$ cat src/rtl/pipe_pkg.sv
// pipe_pkg: shared widths for the two-slot pipeline stage register.
package pipe_pkg;
    localparam int DEF_DATA_W = 32;
    localparam int DEF_REG_W  = 5;
    localparam int DEF_PC_W   = 8;
    localparam int DEF_CNT_W  = 8;

    function automatic int bundle_width(input int data_w, input int reg_w, input int pc_w);
        return 3 * data_w + 2 * reg_w + pc_w;
    endfunction

    localparam int BUNDLE_W = bundle_width(DEF_DATA_W, DEF_REG_W, DEF_PC_W);
endpackage

$ cat src/rtl/pipe_slot.sv
// pipe_slot: one storage slot (valid bit plus payload) with load and clear.
module pipe_slot
    import pipe_pkg::*;
#(
    parameter int W = BUNDLE_W
) (
    input  logic         clk,
    input  logic         rst_n,
    input  logic         load,
    input  logic         clear,
    input  logic [W-1:0] d,
    output logic         valid,
    output logic [W-1:0] data
);
    logic         valid_q, valid_d;
    logic [W-1:0] data_q, data_d;

    // clear wins; payload of a cleared slot is left as-is since it is don't-care
    always_comb begin
        valid_d = clear ? 1'b0 : load ? 1'b1 : valid_q;
        data_d  = (load && !clear) ? d : data_q;
    end

    always_ff @(posedge clk or negedge rst_n) begin
        if (!rst_n) begin
            valid_q <= 1'b0;
            data_q  <= '0;
        end else begin
            valid_q <= valid_d;
            data_q  <= data_d;
        end
    end

    assign valid = valid_q;
    assign data  = data_q;
endmodule

$ cat src/rtl/pipe_stage_reg.sv
// pipe_stage_reg: skid-buffered pipeline register with registered ready, flush and stall counter.
module pipe_stage_reg
    import pipe_pkg::*;
#(
    parameter int DATA_W = DEF_DATA_W,
    parameter int REG_W  = DEF_REG_W,
    parameter int PC_W   = DEF_PC_W,
    parameter int CNT_W  = DEF_CNT_W
) (
    input  logic              clk_PSR,
    input  logic              rst_n_PSR,
    input  logic              in_valid_PSR,
    output logic              in_ready_PSR,
    input  logic [DATA_W-1:0] dIn1_PSR,
    input  logic [DATA_W-1:0] dIn2_PSR,
    input  logic [DATA_W-1:0] dIn3_PSR,
    input  logic [REG_W-1:0]  dIn4_PSR,
    input  logic [REG_W-1:0]  dIn5_PSR,
    input  logic [PC_W-1:0]   dIn6_PSR,
    input  logic              flush_PSR,
    output logic              out_valid_PSR,
    input  logic              out_ready_PSR,
    output logic [DATA_W-1:0] data1_PSR,
    output logic [DATA_W-1:0] data2_PSR,
    output logic [DATA_W-1:0] funct_PSR,
    output logic [REG_W-1:0]  rd_PSR,
    output logic [REG_W-1:0]  shamt_PSR,
    output logic [PC_W-1:0]   nextIns_PSR,
    output logic [1:0]        occ_PSR,
    output logic [CNT_W-1:0]  stall_cnt_PSR
);
    localparam int BW = bundle_width(DATA_W, REG_W, PC_W);

    logic [BW-1:0]    in_bundle, m_din, m_data, s_data;
    logic             m_valid, s_valid, accept, drain;
    logic             m_load, m_clear, s_load, s_clear;
    logic [CNT_W-1:0] stall_cnt_q, stall_cnt_d;

    assign in_bundle = {dIn1_PSR, dIn2_PSR, dIn3_PSR, dIn4_PSR, dIn5_PSR, dIn6_PSR};

    // S can only be occupied while M is, so a drain with S full always refills M from S
    always_comb begin
        accept      = in_valid_PSR && !s_valid;
        drain       = m_valid && out_ready_PSR;
        m_load      = !flush_PSR && (s_valid ? drain : accept && (!m_valid || drain));
        m_din       = s_valid ? s_data : in_bundle;
        m_clear     = flush_PSR || (drain && !m_load);
        s_load      = !flush_PSR && accept && m_valid && !drain;
        s_clear     = flush_PSR || (s_valid && drain);
        stall_cnt_d = flush_PSR ? '0 :
                      (m_valid && !out_ready_PSR && !(&stall_cnt_q)) ? stall_cnt_q + 1'b1 :
                      stall_cnt_q;
    end

    always_ff @(posedge clk_PSR or negedge rst_n_PSR) begin
        if (!rst_n_PSR)
            stall_cnt_q <= '0;
        else
            stall_cnt_q <= stall_cnt_d;
    end

    pipe_slot #(.W(BW)) u_main (
        .clk   (clk_PSR),
        .rst_n (rst_n_PSR),
        .load  (m_load),
        .clear (m_clear),
        .d     (m_din),
        .valid (m_valid),
        .data  (m_data)
    );

    pipe_slot #(.W(BW)) u_skid (
        .clk   (clk_PSR),
        .rst_n (rst_n_PSR),
        .load  (s_load),
        .clear (s_clear),
        .d     (in_bundle),
        .valid (s_valid),
        .data  (s_data)
    );

    assign {data1_PSR, data2_PSR, funct_PSR, rd_PSR, shamt_PSR, nextIns_PSR} = m_data;
    assign in_ready_PSR  = !s_valid;
    assign out_valid_PSR = m_valid;
    assign occ_PSR       = {1'b0, m_valid} + {1'b0, s_valid};
    assign stall_cnt_PSR = stall_cnt_q;
endmodule
$ cat config.mk
export PLATFORM = sky130hd
export DESIGN_NAME = pipe_stage_reg
export DESIGN_NICKNAME = d
export VERILOG_FILES = /design/src/rtl/pipe_pkg.sv /design/src/rtl/pipe_slot.sv /design/src/rtl/pipe_stage_reg.sv
export SDC_FILE = /design/constraint.sdc
export NUM_CORES = 1
export LEC_CHECK = 0
export BUFFER_PORTS_ARGS = -buffer_cell sky130_fd_sc_hd__clkbuf_2
export CAP_MARGIN = 40
export CORE_MARGIN = 4
export CORE_UTILIZATION = 30
export CTS_BUF_LIST = sky130_fd_sc_hd__clkbuf_16
export DETAILED_ROUTE_END_ITERATION = 10
export HOLD_SLACK_MARGIN = 0.08
export SLEW_MARGIN = 5
export SYNTH_ARGS = -nofsm -noshare
export SYNTH_HDL_FRONTEND = slang
export SYNTH_HIERARCHICAL = 1
export SYNTH_SLANG_ARGS = --single-unit
$ cat constraint.sdc
create_clock -name clk_PSR -period 4.5 [get_ports clk_PSR]
set_input_delay 0.9 -clock clk_PSR [delete_from_list [all_inputs] [get_ports clk_PSR]]
set_output_delay 0.9 -clock clk_PSR [all_outputs]
set_load 0.01 [all_outputs]
==> flow_metrics.env <==
export IMPL_syn_to_final_growth_pct=22.05
export IMPL_post_cts_setup_buffers=0
export IMPL_intPower_mw=4.707
export IMPL_swShare_pct=25.59
export IMPL_yosys_top_cells_area="dfrtp_1 54%, mux2_2 23%, mux2_4 16%"
export IMPL_synth_top_area_share_pct=53.80
export IMPL_status="completed"
export IMPL_routed_via_density=4.565
export IMPL_grt_max_degree=111
export IMPL_clock_skew_ps=9.485
export IMPL_max_stage_delay_ps=730
export IMPL_cap_viol_max_count=0
export IMPL_timing_rr_start="u_main/valid"
export IMPL_cp_end_kind="output pin"
export IMPL_ys_types=32
export IMPL_synth_top_cells_by_count="238 x dfrtp_1, 224 x mux2_2, 120 x mux2_4, 15 x buf_2, 14 x buf_12"
export IMPL_insertion_delay_ps=530
export IMPL_port_buffers=244
export IMPL_syn_area_per_cell_um2=16.45
export IMPL_fmax_ghz=0.3814
export IMPL_tightest_slew_ps=915.8
export IMPL_antenna_left=0
export IMPL_path_buf_inv=1
export IMPL_dp_hpwl_mm=15.38
export IMPL_nNetsFinal=1037
export IMPL_switching_power_mw=1.618
export IMPL_row_count=70
export IMPL_cts_htree_levels=1
export IMPL_cpLargestDelayFamily="flip-flops"
export IMPL_place_area_um2=12590
export IMPL_hold_viol=0
export IMPL_netlist_area_um2=11070
export IMPL_muxShareOfSynthArea_pct=39.25
export IMPL_drc=0
export IMPL_antenna_found_initial=1
export IMPL_rsz0062_at_grt="false"
export IMPL_post_route_cell_area_um2=13510
export IMPL_clkPwrFrac_pct=36.0
export IMPL_chipHeight_um=200.1
export IMPL_grt_ovfl_total=0
export IMPL_routed_wl_mm=23.96
export IMPL_numCtsBuffers=29
export IMPL_cp_slowest_cell="dfrtp_4"
export IMPL_critPathKind="register to output pin"
export IMPL_drive_above_1_share_pct=69.24
export IMPL_ctsHoldBuffers=0
export IMPL_first_iter_violations=159
export IMPL_cts_tree="built"
export IMPL_die_area_um2=40040
export IMPL_die_w_um=200.1
export IMPL_r2r_end="u_main/data[48]"
export IMPL_clock_path_buffers=3
export IMPL_power_density_nw_per_um2=468.1
export IMPL_pwr_share_comb_pct=19.1
export IMPL_diodes=0
export IMPL_syn_num_nets=794
export IMPL_crit_chain="ha_1 > clkbuf_2"
export IMPL_synth_edff_count=0
export IMPL_firstDrtPassIters=4
export IMPL_cp_required_ps=3600
export IMPL_gp_congestion=0.7625
export IMPL_initial_utilization_pct=30.31
export IMPL_post_route_period_util_pct=58.27
export IMPL_max_vdd_ir_drop_mv=0.3252
export IMPL_ys_seq_elements=238
export IMPL_start_kind="register"
export IMPL_synthCells=673
export IMPL_yosysSeqAreaShare_pct=53.80
export IMPL_synthAdderAreaFrac_pct=0.2260
export IMPL_synth_xor_area_share_pct=0
export IMPL_synth_compound_area_share_pct=1.142
export IMPL_synth_top_family_by_area="multiplexers"
export IMPL_finalSetupViolations=0
export IMPL_relSlewSlack_pct=38.95
export IMPL_seqPwrFrac_pct=44.9
export IMPL_clock_sinks=238
export IMPL_grtUsageTotal_pct=11.64
export IMPL_grt_pass1_vias=6947
export IMPL_synthMostInstantiatedCell="dfrtp_1"
export IMPL_p_leak_nw=6.327
export IMPL_yosys_area_share_simple_pct=1.514
export IMPL_fin_crit_ps=2622
export IMPL_ios=245
export IMPL_yosys_area_top_type="dfrtp_1"
export IMPL_core_area_um2=36520
export IMPL_cp_max_fo=31
export IMPL_ff2ff_path_depth=6
export IMPL_ys_warn_count=6
export IMPL_reg2reg_slack_ps=2070
export IMPL_hold_class="input pin to asynchronous set/reset pin"
export IMPL_async_reset_ff_share_pct=100.0
export IMPL_crit_arrival_ps=1720
export IMPL_synth_flop_cell="dfrtp_1"
export IMPL_drv_slew=0
export IMPL_grt_pass1_wl_mm=38.85
export IMPL_setup_tns_ps=0
export IMPL_fin_ws_ps=1878
export IMPL_via_count=6396
export IMPL_path_clk_slew_ps=60
export IMPL_wl_per_cell_um=17.10
export IMPL_pre_cts_slack_ps=1511
export IMPL_root_buffer="clkbuf_16"
export IMPL_cts_resized=0
sequential cells by signal, summed over array words and instances (netlist names):
signal and cells:
u_skid/data 114, u_main/data 114, u_skid/valid 1, stall_cnt_PSR 8, u_main/valid 1
routing by layer:
metal | track usage (%) | vias up | part of all wire, %
met5 | 0 | - | 0.054
met4 | 2.533 | 2 | 1.9
met3 | 4.047 | 33 | 6.6
met2 | 18.55 | 177 | 45
met1 | 15.47 | 3262 | 47
li1 | - | 2922 | -
per-stage QoR:
| stage | power [mW] | hold WS [ps] | std cells | util [%] |
|---|---|---|---|---|
| CTS | 6.447 | 429.9 | 1401 | 37.00 |
| finish | 6.325 | 377.6 | 1401 | 37.00 |
| global route | 6.670 | 445.2 | 1401 | 37.00 |
| floorplan | 3.584 | 474.9 | 673 | - |
| detailed placement | 4.097 | 487.1 | 1353 | 34.47 |
| global placement | 4.064 | 484.4 | 1353 | 34.47 |
final cells by class:
| cell class | instances | area, um2 |
|---|---|---|
| Sequential cell | 238 | 5959 |
| Inverter | 1 | 3.754 |
| Clock inverter | 19 | 196.4 |
| Multi-Input combinational cell | 393 | 4679 |
| Timing Repair Buffer | 253 | 1361 |
| Tap cell | 468 | 585.6 |
| Fill cell | 3495 | 23010 |
| Clock buffer | 29 | 725.7 |
power by group through the flow:
stage / Sequential (mW) / Combinational [mW] / Clock [mW]
after floorplan: 2.93 / 0.653 / 0
after global placement: 2.86 / 1.20 / 0
after detailed placement: 2.87 / 1.23 / 0
after CTS: 2.84 / 1.23 / 2.37
after global routing: 2.90 / 1.31 / 2.46
final: 2.84 / 1.21 / 2.28
worst max path at each step:
stage             startpoint          endpoint  slack [ps]  cells after the start
2_1_floorplan  out_ready_PSR  u_skid/data[100]        1970                      8
6_report        u_skid/valid        occ_PSR[0]        1880                      2
5_1_grt         u_skid/valid        occ_PSR[0]        1770                      2
3_3_place_gp   out_ready_PSR   u_skid/data[41]        1500                      6
3_5_place_dp   out_ready_PSR   u_skid/data[41]        1510                      6
4_1_cts         u_skid/valid        occ_PSR[0]        1800                      2
kinds of logic after synthesis:
family | count (synthesis)
mux | 346
flops | 238
buf+inv | 42
simple gates | 30
compound gates | 15
fa+ha+maj | 2
placed cells by master, fill, tap and decap left out, types with 2 or more instances in the layout:
cell | Yosys | final
a211oi_1 | 3 | 3
a21oi_1 | 4 | 4
a31o_2 | 2 | 2
a41oi_1 | 2 | 2
buf_12 | 14 | 5
buf_4 | 8 | 4
bufinv_16 | 0 | 4
clkbuf_16 | 0 | 29
clkbuf_2 | 1 | 243
clkinv_1 | 0 | 3
clkinv_2 | 0 | 7
dfrtp_1 | 238 | 237
ha_1 | 2 | 2
inv_1 | 1 | 4
mux2_2 | 224 | 224
mux2_4 | 120 | 120
nand2b_1 | 3 | 3
nand3_1 | 3 | 3
nor2_1 | 7 | 7
nor2b_1 | 6 | 4
nor2b_4 | 0 | 2
nor3_1 | 5 | 5
(Power assumes the default switching activity.)
